$ cat src/rtl/sonic_dma_pkg.sv
// Shared types and constants for the DMA descriptor fetch path.
//   DESC_BYTES     size of one descriptor in the RC-side table
//   EPLAST_OFS     byte offset of the EPLast status word from the table base
//   desc_t         one descriptor, {DW3,DW2,DW1,DW0}
//   fifo_entry_t   descriptor plus its table index, as held in the FIFO
//   fetch_state_t  descriptor fetch FSM states
package sonic_dma_pkg;

  localparam int unsigned DESC_BYTES = 16;
  localparam int unsigned EPLAST_OFS = 12;

  typedef struct packed {
    logic [31:0] dw3;
    logic [31:0] dw2;
    logic [31:0] dw1;
    logic [31:0] dw0;
  } desc_t;

  typedef struct packed {
    logic [15:0] idx;
    desc_t       desc;
  } fifo_entry_t;

  typedef enum logic [2:0] {
    ST_IDLE,
    ST_REQ,
    ST_CPL0,
    ST_CPL1,
    ST_ERR
  } fetch_state_t;

endpackage

$ cat src/rtl/sonic_dma_desc_fifo.sv
// Synchronous first-word fall-through FIFO with an occupancy count.
//   clk_in     clock
//   rstn       synchronous active-low reset
//   flush      synchronous clear (same effect as reset)
//   push       write push_data (ignored when full)
//   push_data  entry to write
//   pop        drop the head entry (ignored when empty)
//   pop_data   head entry, all zeros while empty
//   empty      no entries held
//   count      number of entries held, 0..DEPTH
module sonic_dma_desc_fifo #(
  parameter int unsigned WIDTH = 144,
  parameter int unsigned DEPTH = 8
) (
  input  logic                     clk_in,
  input  logic                     rstn,
  input  logic                     flush,
  input  logic                     push,
  input  logic [WIDTH-1:0]         push_data,
  input  logic                     pop,
  output logic [WIDTH-1:0]         pop_data,
  output logic                     empty,
  output logic [$clog2(DEPTH):0]   count
);

  localparam int unsigned AW = $clog2(DEPTH);
  localparam int unsigned CW = AW + 1;

  logic [WIDTH-1:0] mem_q [DEPTH];
  logic [AW-1:0]    wr_ptr_q, wr_ptr_d;
  logic [AW-1:0]    rd_ptr_q, rd_ptr_d;
  logic [CW-1:0]    count_q, count_d;
  logic             do_push, do_pop;

  always_comb begin
    do_push  = push && (count_q != CW'(DEPTH));
    do_pop   = pop && (count_q != '0);
    wr_ptr_d = do_push ? wr_ptr_q + AW'(1) : wr_ptr_q;
    rd_ptr_d = do_pop ? rd_ptr_q + AW'(1) : rd_ptr_q;
    count_d  = count_q;
    if (do_push && !do_pop) begin
      count_d = count_q + CW'(1);
    end else if (!do_push && do_pop) begin
      count_d = count_q - CW'(1);
    end
  end

  always_ff @(posedge clk_in) begin
    if (!rstn || flush) begin
      wr_ptr_q <= '0;
      rd_ptr_q <= '0;
      count_q  <= '0;
    end else begin
      wr_ptr_q <= wr_ptr_d;
      rd_ptr_q <= rd_ptr_d;
      count_q  <= count_d;
    end
  end

  // Storage needs no reset: the head is masked to zero while empty.
  always_ff @(posedge clk_in) begin
    if (do_push) begin
      mem_q[wr_ptr_q] <= push_data;
    end
  end

  assign empty    = (count_q == '0);
  assign count    = count_q;
  assign pop_data = empty ? '0 : mem_q[rd_ptr_q];

endmodule

$ cat src/rtl/sonic_dma_desc_fetch.sv
// Descriptor-table reader: walks the RC-side descriptor table up to the index
// the host last published, queues descriptors for the DMA engine and writes
// EPLast status back to the RC.
//   clk_in, rstn              clock, synchronous active-low reset
//   init                      soft init; high = flush and idle
//   dt_size, dt_base_rc       table size minus 1, table base address
//   dt_3dw_rcadd              base fits in 32 bits, use 3DW header
//   dt_rc_last                last descriptor index published by the host
//   dt_eplast_ena             enable EPLast writeback
//   rd_req_*                  4-DW memory-read request (valid/ready)
//   cpl_valid/data/err        64-bit completion beats, two per descriptor
//   desc_valid/ready/data/idx FWFT descriptor output
//   desc_done, desc_done_idx  consumer reports a finished descriptor
//   eplast_valid/ready/addr/data  EPLast memory-write request
//   fetch_err                 sticky completion error
module sonic_dma_desc_fetch
  import sonic_dma_pkg::*;
#(
  parameter int unsigned FIFO_DEPTH = 8,
  parameter int unsigned HDR_BYTES  = 16
) (
  input  logic          clk_in,
  input  logic          rstn,
  input  logic          init,
  input  logic [15:0]   dt_size,
  input  logic [63:0]   dt_base_rc,
  input  logic          dt_3dw_rcadd,
  input  logic [15:0]   dt_rc_last,
  input  logic          dt_eplast_ena,
  output logic          rd_req_valid,
  input  logic          rd_req_ready,
  output logic [63:0]   rd_req_addr,
  output logic          rd_req_3dw,
  input  logic          cpl_valid,
  input  logic [63:0]   cpl_data,
  input  logic          cpl_err,
  output logic          desc_valid,
  input  logic          desc_ready,
  output logic [127:0]  desc_data,
  output logic [15:0]   desc_idx,
  input  logic          desc_done,
  input  logic [15:0]   desc_done_idx,
  output logic          eplast_valid,
  input  logic          eplast_ready,
  output logic [63:0]   eplast_addr,
  output logic [31:0]   eplast_data,
  output logic          fetch_err
);

  localparam int unsigned CW = $clog2(FIFO_DEPTH) + 1;

  fetch_state_t state_q, state_d;
  logic [15:0]  fetch_idx_q, fetch_idx_d;
  logic         done_q, done_d;
  logic [15:0]  last_q, last_d;
  logic [63:0]  beat0_q, beat0_d;
  logic         rd_req_valid_q, rd_req_valid_d;
  logic [63:0]  rd_req_addr_q, rd_req_addr_d;
  logic         rd_req_3dw_q, rd_req_3dw_d;
  logic         fetch_err_q, fetch_err_d;
  logic         ep_pend_q, ep_pend_d;
  logic [63:0]  ep_addr_q, ep_addr_d;
  logic [31:0]  ep_data_q, ep_data_d;

  logic          push;
  fifo_entry_t   push_entry, pop_entry;
  logic          fifo_empty;
  logic [CW-1:0] fifo_count;

  assign push_entry = {fetch_idx_q, cpl_data, beat0_q};

  always_comb begin
    state_d        = state_q;
    fetch_idx_d    = fetch_idx_q;
    done_d         = done_q;
    last_d         = dt_rc_last;
    beat0_d        = beat0_q;
    rd_req_valid_d = rd_req_valid_q;
    rd_req_addr_d  = rd_req_addr_q;
    rd_req_3dw_d   = rd_req_3dw_q;
    fetch_err_d    = fetch_err_q;
    push           = 1'b0;

    // A newly published rc_last re-arms fetching from the current index.
    if (dt_rc_last != last_q) begin
      done_d = 1'b0;
    end

    case (state_q)
      ST_IDLE: begin
        // Only one read is ever in flight, so a free slot now is still free
        // when its completion lands.
        if (!done_d && (fifo_count < CW'(FIFO_DEPTH))) begin
          state_d        = ST_REQ;
          rd_req_valid_d = 1'b1;
          rd_req_addr_d  = dt_base_rc + 64'(HDR_BYTES)
                         + 64'(fetch_idx_q) * 64'(DESC_BYTES);
          rd_req_3dw_d   = dt_3dw_rcadd;
        end
      end
      ST_REQ: begin
        if (rd_req_ready) begin
          rd_req_valid_d = 1'b0;
          state_d        = ST_CPL0;
        end
      end
      ST_CPL0: begin
        if (cpl_valid) begin
          if (cpl_err) begin
            fetch_err_d = 1'b1;
            state_d     = ST_ERR;
          end else begin
            beat0_d = cpl_data;
            state_d = ST_CPL1;
          end
        end
      end
      ST_CPL1: begin
        if (cpl_valid) begin
          if (cpl_err) begin
            fetch_err_d = 1'b1;
            state_d     = ST_ERR;
          end else begin
            push    = 1'b1;
            state_d = ST_IDLE;
            if (fetch_idx_q == dt_rc_last) begin
              done_d = 1'b1;
            end
            fetch_idx_d = (fetch_idx_q == dt_size) ? '0 : fetch_idx_q + 16'd1;
          end
        end
      end
      ST_ERR: begin
        state_d = ST_ERR;
      end
      default: begin
        state_d = ST_IDLE;
      end
    endcase
  end

  // EPLast: a new desc_done always wins over an accept in the same cycle, and
  // back-to-back completions coalesce into a single write of the newest index.
  always_comb begin
    ep_pend_d = ep_pend_q;
    ep_addr_d = ep_addr_q;
    ep_data_d = ep_data_q;
    if (ep_pend_q && eplast_ready) begin
      ep_pend_d = 1'b0;
    end
    if (desc_done && dt_eplast_ena) begin
      ep_pend_d = 1'b1;
      ep_data_d = {16'h0, desc_done_idx};
      ep_addr_d = dt_base_rc + 64'(EPLAST_OFS);
    end
  end

  always_ff @(posedge clk_in) begin
    if (!rstn || init) begin
      state_q        <= ST_IDLE;
      fetch_idx_q    <= '0;
      done_q         <= 1'b0;
      last_q         <= '0;
      beat0_q        <= '0;
      rd_req_valid_q <= 1'b0;
      rd_req_addr_q  <= '0;
      rd_req_3dw_q   <= 1'b0;
      fetch_err_q    <= 1'b0;
      ep_pend_q      <= 1'b0;
      ep_addr_q      <= '0;
      ep_data_q      <= '0;
    end else begin
      state_q        <= state_d;
      fetch_idx_q    <= fetch_idx_d;
      done_q         <= done_d;
      last_q         <= last_d;
      beat0_q        <= beat0_d;
      rd_req_valid_q <= rd_req_valid_d;
      rd_req_addr_q  <= rd_req_addr_d;
      rd_req_3dw_q   <= rd_req_3dw_d;
      fetch_err_q    <= fetch_err_d;
      ep_pend_q      <= ep_pend_d;
      ep_addr_q      <= ep_addr_d;
      ep_data_q      <= ep_data_d;
    end
  end

  sonic_dma_desc_fifo #(
    .WIDTH ($bits(fifo_entry_t)),
    .DEPTH (FIFO_DEPTH)
  ) u_fifo (
    .clk_in    (clk_in),
    .rstn      (rstn),
    .flush     (init),
    .push      (push),
    .push_data (push_entry),
    .pop       (desc_ready),
    .pop_data  (pop_entry),
    .empty     (fifo_empty),
    .count     (fifo_count)
  );

  assign rd_req_valid = rd_req_valid_q;
  assign rd_req_addr  = rd_req_addr_q;
  assign rd_req_3dw   = rd_req_3dw_q;
  assign fetch_err    = fetch_err_q;
  assign desc_valid   = !fifo_empty;
  assign desc_data    = pop_entry.desc;
  assign desc_idx     = pop_entry.idx;
  assign eplast_valid = ep_pend_q;
  assign eplast_addr  = ep_addr_q;
  assign eplast_data  = ep_data_q;

endmodule

$ cat config.mk
export PLATFORM = sky130hd
export DESIGN_NAME = sonic_dma_desc_fetch
export DESIGN_NICKNAME = d
export VERILOG_FILES = /design/src/rtl/sonic_dma_pkg.sv /design/src/rtl/sonic_dma_desc_fifo.sv /design/src/rtl/sonic_dma_desc_fetch.sv
export SDC_FILE = /design/constraint.sdc
export NUM_CORES = 2
export LEC_CHECK = 0
export CAP_MARGIN = 20
export CORE_MARGIN = 10
export CORE_UTILIZATION = 31
export CTS_CLUSTER_DIAMETER = 150
export DETAILED_ROUTE_END_ITERATION = 8
export GPL_TIMING_DRIVEN = 0
export PLACE_DENSITY = 0.52
export SLEW_MARGIN = 20
export SYNTH_ARGS = -nofsm -noshare
export SYNTH_HDL_FRONTEND = slang
export SYNTH_SLANG_ARGS = --single-unit
$ cat constraint.sdc
create_clock -name clk_in -period 18.68 [get_ports clk_in]
set_input_delay 1.868 -clock clk_in [delete_from_list [all_inputs] [get_ports clk_in]]
set_output_delay 1.868 -clock clk_in [all_outputs]
set_load 0.05 [all_outputs]
**Word-level counts from Yosys, hierarchy flattened**

Memory sizes are Yosys's and may differ from the RTL's. A register that Yosys moved wholly into a read port is not among the register bits.
Cells that the tools add are included.

- Reduce and logical (&&, ||, !) cells: 26
- Equality and inequality tests: 12
- Mux-type cells: 28
- Add/subtract/negate cells: 8
- Bitwise gates (word level): 1
- $lt $le $gt $ge: 1

Operators with widths:

| cell | number |
|---|---|
| $mux W144 | 1 |
| $add A64 B20 Y64 | 1 |
| $add A64 B4 Y64 const B | 1 |
| $add A64 B5 Y64 const B | 1 |
| $eq A16 B16 Y1 | 2 |
| $mux W3 | 8 |
| $add A16 B1 Y16 const B | 1 |
| $mux W16 | 1 |
| $ne A16 B16 Y1 | 1 |
| $pmux W3 S5 | 1 |
| $mux W1 | 14 |
| $reduce_and A3 Y1 | 4 |
| $mux W4 | 2 |
| $ne A2 B2 Y1 const B | 4 |
| $logic_and A1 B1 Y1 | 7 |
| $add A3 B1 Y3 const B | 2 |
| $eq A3 B2 Y1 const B | 2 |
| $reduce_bool A2 Y1 | 3 |
| $logic_not A1 Y1 | 5 |
| $add A4 B1 Y4 const B | 1 |
| $logic_not A4 Y1 | 1 |
| $lt A4 B4 Y1 const B | 1 |
| $ne A4 B4 Y1 const B | 1 |
| $reduce_and A4 Y1 | 1 |
| other kinds (10) | 10 |

- Memories kept: 1
- Bits in writable memories: 1152
- Logic and storage cells: 92
- Output and inout bits: 309
- Register bits after elaboration: 258
- Input bits: 187

Memories:

| memory | depth | bits a word | read ports | clocked after memory_dff | wr ports | RTL line | RTL |
|---|---|---|---|---|---|---|---|
| u_fifo.mem_q | 8 | 144 | 1 | 1 | 1 | sonic_dma_desc_fifo.sv:29 | `logic [WIDTH-1:0] mem_q [DEPTH];` |

**Longest topological paths before layout**

- Word-level depth: 8
- Gate-level depth with buffers: 15
- Gate-level depth less buffers: 14

**Hierarchy**

Synthesis repeated with hierarchy kept, for this count alone.

- Cells, all modules: 3378
- Area total of the unflattened synthesis: 56481.7 um^2

By module, submodules not included:

| module | sequential area each (um^2) | area an instance (um^2) | cells each | instances |
|---|---|---|---|---|
| sonic_dma_desc_fifo | 34853.4 | 44318.8 | 1898 | 1 |
| sonic_dma_desc_fetch | 4964.8 | 12162.9 | 1480 | 1 |

**Worst setup path before layout**

No wires, ideal clock.

- Kind: input port to flip-flop
- Start: in cpl_err
- End: mem u_fifo.mem_q[2][0] (enable)
- Buffers on the path: 1
- Slack: 4.124 ns
- Library setup time: 0.853 ns
- Stages on the path: 5
- Arrival time: 13.702 ns
- Cell sequence: clkbuf_1 nor4b_2 a21boi_1 nand2b_1 nor3b_1

- Word-level cells in the longest chain between the ends: 6

RTL lines:

| item | RTL line | RTL |
|---|---|---|
| start: declaration | sonic_dma_desc_fetch.sv:36 | `input logic cpl_err,` |
| $mux W1 | sonic_dma_desc_fetch.sv:120 | `if (cpl_err) begin` |
| $mux W1 | sonic_dma_desc_fetch.sv:119 | `if (cpl_valid) begin` |
| $mux W1 | sonic_dma_desc_fetch.sv:89 | `case (state_q)` |
| $logic_and A1 B1 Y1 | sonic_dma_desc_fifo.sv:36 | `do_push = push && (count_q != CW'(DEPTH));` |
| net u_fifo.do_push | sonic_dma_desc_fifo.sv:33 | `logic do_push, do_pop;` |
| $mux W1 | sonic_dma_desc_fifo.sv:62 | `if (do_push) begin` |
| $mux W1 (not written as such) | sonic_dma_desc_fifo.sv:63 | `mem_q[wr_ptr_q] <= push_data;` |
| end: declaration | sonic_dma_desc_fifo.sv:29 |  |

The timed path passes the listed nets, and every way through them passes these cells.

==> key figures <==
Yosys
  • Number of flops mapped to enable cells by yosys: 1152
  • Post-Syn Area per Cell: 16.5 um2
  • Synth area leaders: edfxtp_1 62%, mux4_2 12%, dfxtp_1 9.3%
  • Post-synth top area share: 61.5%
  • Warnings, synthesis: 0
  • Sequential cell area fraction in the yosys report: 70.8%
  • Cell area after synthesis: 56200 um2
  • Syn Inst Count: 3406
  • Yosys reg bits: 1413
  • Predominant post-synthesis flop cell: edfxtp_1
  • Async SR Flop Fraction: 0%
  • Biggest area consumer among synthesized cells: edfxtp_1
  • Cell variety after synth: 72

Clock tree
  • Post-CTS Setup Bufs: 0
  • CTS tree: built
  • CTS Hold Buffers Added: 0
  • Num CTS Buffers: 156
  • Skew-Pair Late Insertion Delay: 0.81 ns
  • Total clock sinks: 1413
  • Clk slew on worst S/H paths: 0.06 ns
  • CTS HTree Levels: 4
  • Root Driver: clkbuf_16
  • CTS Buffer Depth: 3
  • Post-CTS sizing: 0

Route
  • Via Count: 32600
  • Drt drc: 0
  • First-pass detailed-route iteration total: 5
  • Avg Vias per Cell: 4.85
  • Iter 0 DRT Violations: 2387
  • Wire per inst: 25.9 um
  • Routed wire length: 174000 um
  • Detail Route Antenna Nets: 0

STA
  • Fmax: 148 MHz
  • Setup total negative slack: 0 ns
  • Min Tclk post-route: 6.78 ns
  • Pin slew with the least headroom to its limit: 1.07 ns
  • Slew Limit Fails: 0
  • Final hold vios: 0
  • Worst slew margin: 28.7%
  • Final period util: 36.3%
  • Fin Clk Skew: 0.0493 ns
  • RSZ-0062 raised after global routing: no
  • PnR worst setup slack: 11.90 ns
  • Final setup fails: 0

Critical path
  • Startpoint types: register
  • Worst path max stage delay: 0.95 ns
  • Slowest cell on crit path: clkdlybuf4s50_1
  • Worst path required time: 16.81 ns
  • Buf/Inv on CP: 4
  • Setup CP Type: register to output pin
  • Worst r2r src: state_q[1]
  • CP arrival: 4.91 ns
  • Nature of the critical path endpoint: output pin
  • Crit path top cell by count: clkbuf_2
  • CP top delay family: buffers and inverters
  • Crit Path Max Fanout: 10
  • Crit path cell chain: clkbuf_2 -> clkbuf_2 -> buf_1 -> mux4_2 -> mux2i_1 -> nor2_1 -> clkdlybuf4s50_1

Layout
  • Share of cells above drive strength 1: 18.2%
  • Final std cells w/o fill: 6729
  • Commonest non-fill, non-tap cells in the layout: 1152 x edfxtp_1, 468 x clkdlybuf4s50_1, 311 x nor2_1, 288 x mux4_2, 264 x nand2_1
  • Sequential Area: 39800 um2
  • Multi-input gate area: 15600 um2
  • Fill count: 16700
  • Area grow syn2layout: 26.6%
  • Nets@finish: 4450
  • Final core utilization: 39.4%
  • Most common cell after layout, fill and taps aside: edfxtp_1

Worst hold path
  • Hold/Removal Path Class: register to register
  • Worst Hold Launch: rd_req_addr[19]

GRT
  • Number of global-route vias before repair: 34200
  • Initial antenna violation count: 21
  • GR Util met1: 21.3%
  • Met3 Use GR: 4.84%
  • Global route overflow: 0
  • First-pass GRT wire length: 250000 um
  • Overall global routing resource usage: 17.2%
  • Grt met2 use: 29.6%
  • Busiest grt layer: met2
  • Largest net degree at the start of global routing: 20

Placed design
  • Dpl cells: 6433
  • Pre-CTS setup slack: 12.03 ns
  • Port Buffers: 468
  • Placer Congestion: 0.869
  • DP HPWL: 127000 um

Die
  • Initial Util: 31.2%
  • Core box area: 181000 um2
  • Ports: 496
  • Die Wd: 446 um
  • Die height: 446 um
  • Die area: 199000 um2
  • Rows: 156

Run
  • Maxcap violations: 0

Run status
  • Status: finished clean

Power
  • Leakage: 0.0222 uW
  • Worst VDD drop: 0.0782 mV
  • Power density cells: 96.2 nW/um2
## through the flow
stage	power, uW	hold slack [ns]	area [um2]
3_3_place_gp	3770	0.442	64000
5_1_grt	7070	0.476	71200
2_1_floorplan	3620	0.454	56300
6_report	6850	0.453	71200
3_5_place_dp	3770	0.447	65900
4_1_cts	6930	0.456	71200
## per-layer routing
| layer | vias up | wire (um) |
|---|---|---|
| met5 | - | 86 |
| met2 | 894 | 87100 |
| met4 | 14 | 4000 |
| li1 | 14800 | - |
| met3 | 206 | 11700 |
| met1 | 16800 | 71500 |
## layout make-up
class / instances / share of cell area (%)
Clock inverter: 92 / 1.50
Timing Repair Buffer: 643 / 9.18
Antenna cell: 6 / 0.0211
Inverter: 18 / 0.0949
Multi-Input combinational cell: 1779 / 21.8
Sequential cell: 1413 / 55.9
Tap cell: 2370 / 4.16
Buffer: 211 / 1.33
Clock buffer: 197 / 5.94
## cells by family after synthesis
family,after synthesis,synth area share (%)
adders and majority gates,41,0.939
buffers and inverters,229,1.76
muxes,435,14.1
AOI/OAI and AO/OA,333,3.55
DFF,1413,70.8
and+or+nand+nor,787,6.21
other,1,0.00667
xor gates and xnor gates,167,2.60
## power breakdown
part	switching, uW	internal (uW)
logic	201	101
clock network	1320	1820
registers	10.2	3390
total	1530	5320
## Yosys cell counts, types with 3 or more instances
cell,count
nand4_1,24
a211oi_1,52
dfxtp_1,261
and3_1,16
buf_1,45
and2_1,19
or3_1,21
xnor2_1,105
nor2b_1,8
a21o_1,5
buf_2,11
inv_1,18
nor3_1,30
nand2_1,265
nor2_1,313
nand3_1,42
nor4_1,12
buf_4,21
nand2b_1,8
clkbuf_1,127
edfxtp_1,1152
o211ai_1,5
a311oi_1,14
nor3b_1,5
xor2_1,62
mux2i_1,147
a31oi_1,3
o21ai_0,71
ha_1,39
a21oi_1,160
mux4_2,288
or4_1,3
buf_6,4
## final timing paths
path / end / slack (ns) / cells past startpoint
hold / removal: rd_req_addr[19] / 0.45 / 2
setup reg to reg: u_fifo.mem_q[6][105] / 14.26 / 12
setup / recovery: desc_data[122] / 11.90 / 7
hold reg to reg: rd_req_addr[19] / 0.45 / 2
## state kept, by name, indices dropped and copies added, names as in the netlist, 3 cells and up, named ones only
name	cells
u_fifo.mem_q	1152
beat0_q	64
eplast_addr	64
rd_req_addr	64
eplast_data	16
fetch_idx_q	16
last_q	16
u_fifo.count	4
state_q	3
u_fifo.rd_ptr_q	3
u_fifo.wr_ptr_q	3
## worst min-delay path, delay by kind of cell, from the launching register on
family | cells | cell delay, ns
AOI/OAI and AO/OA | 1 | 0.05
and+or+nand+nor | 1 | 0.05
DFF | 1 | 0.31
No activity file was read; power rests on OpenSTA's default activity.
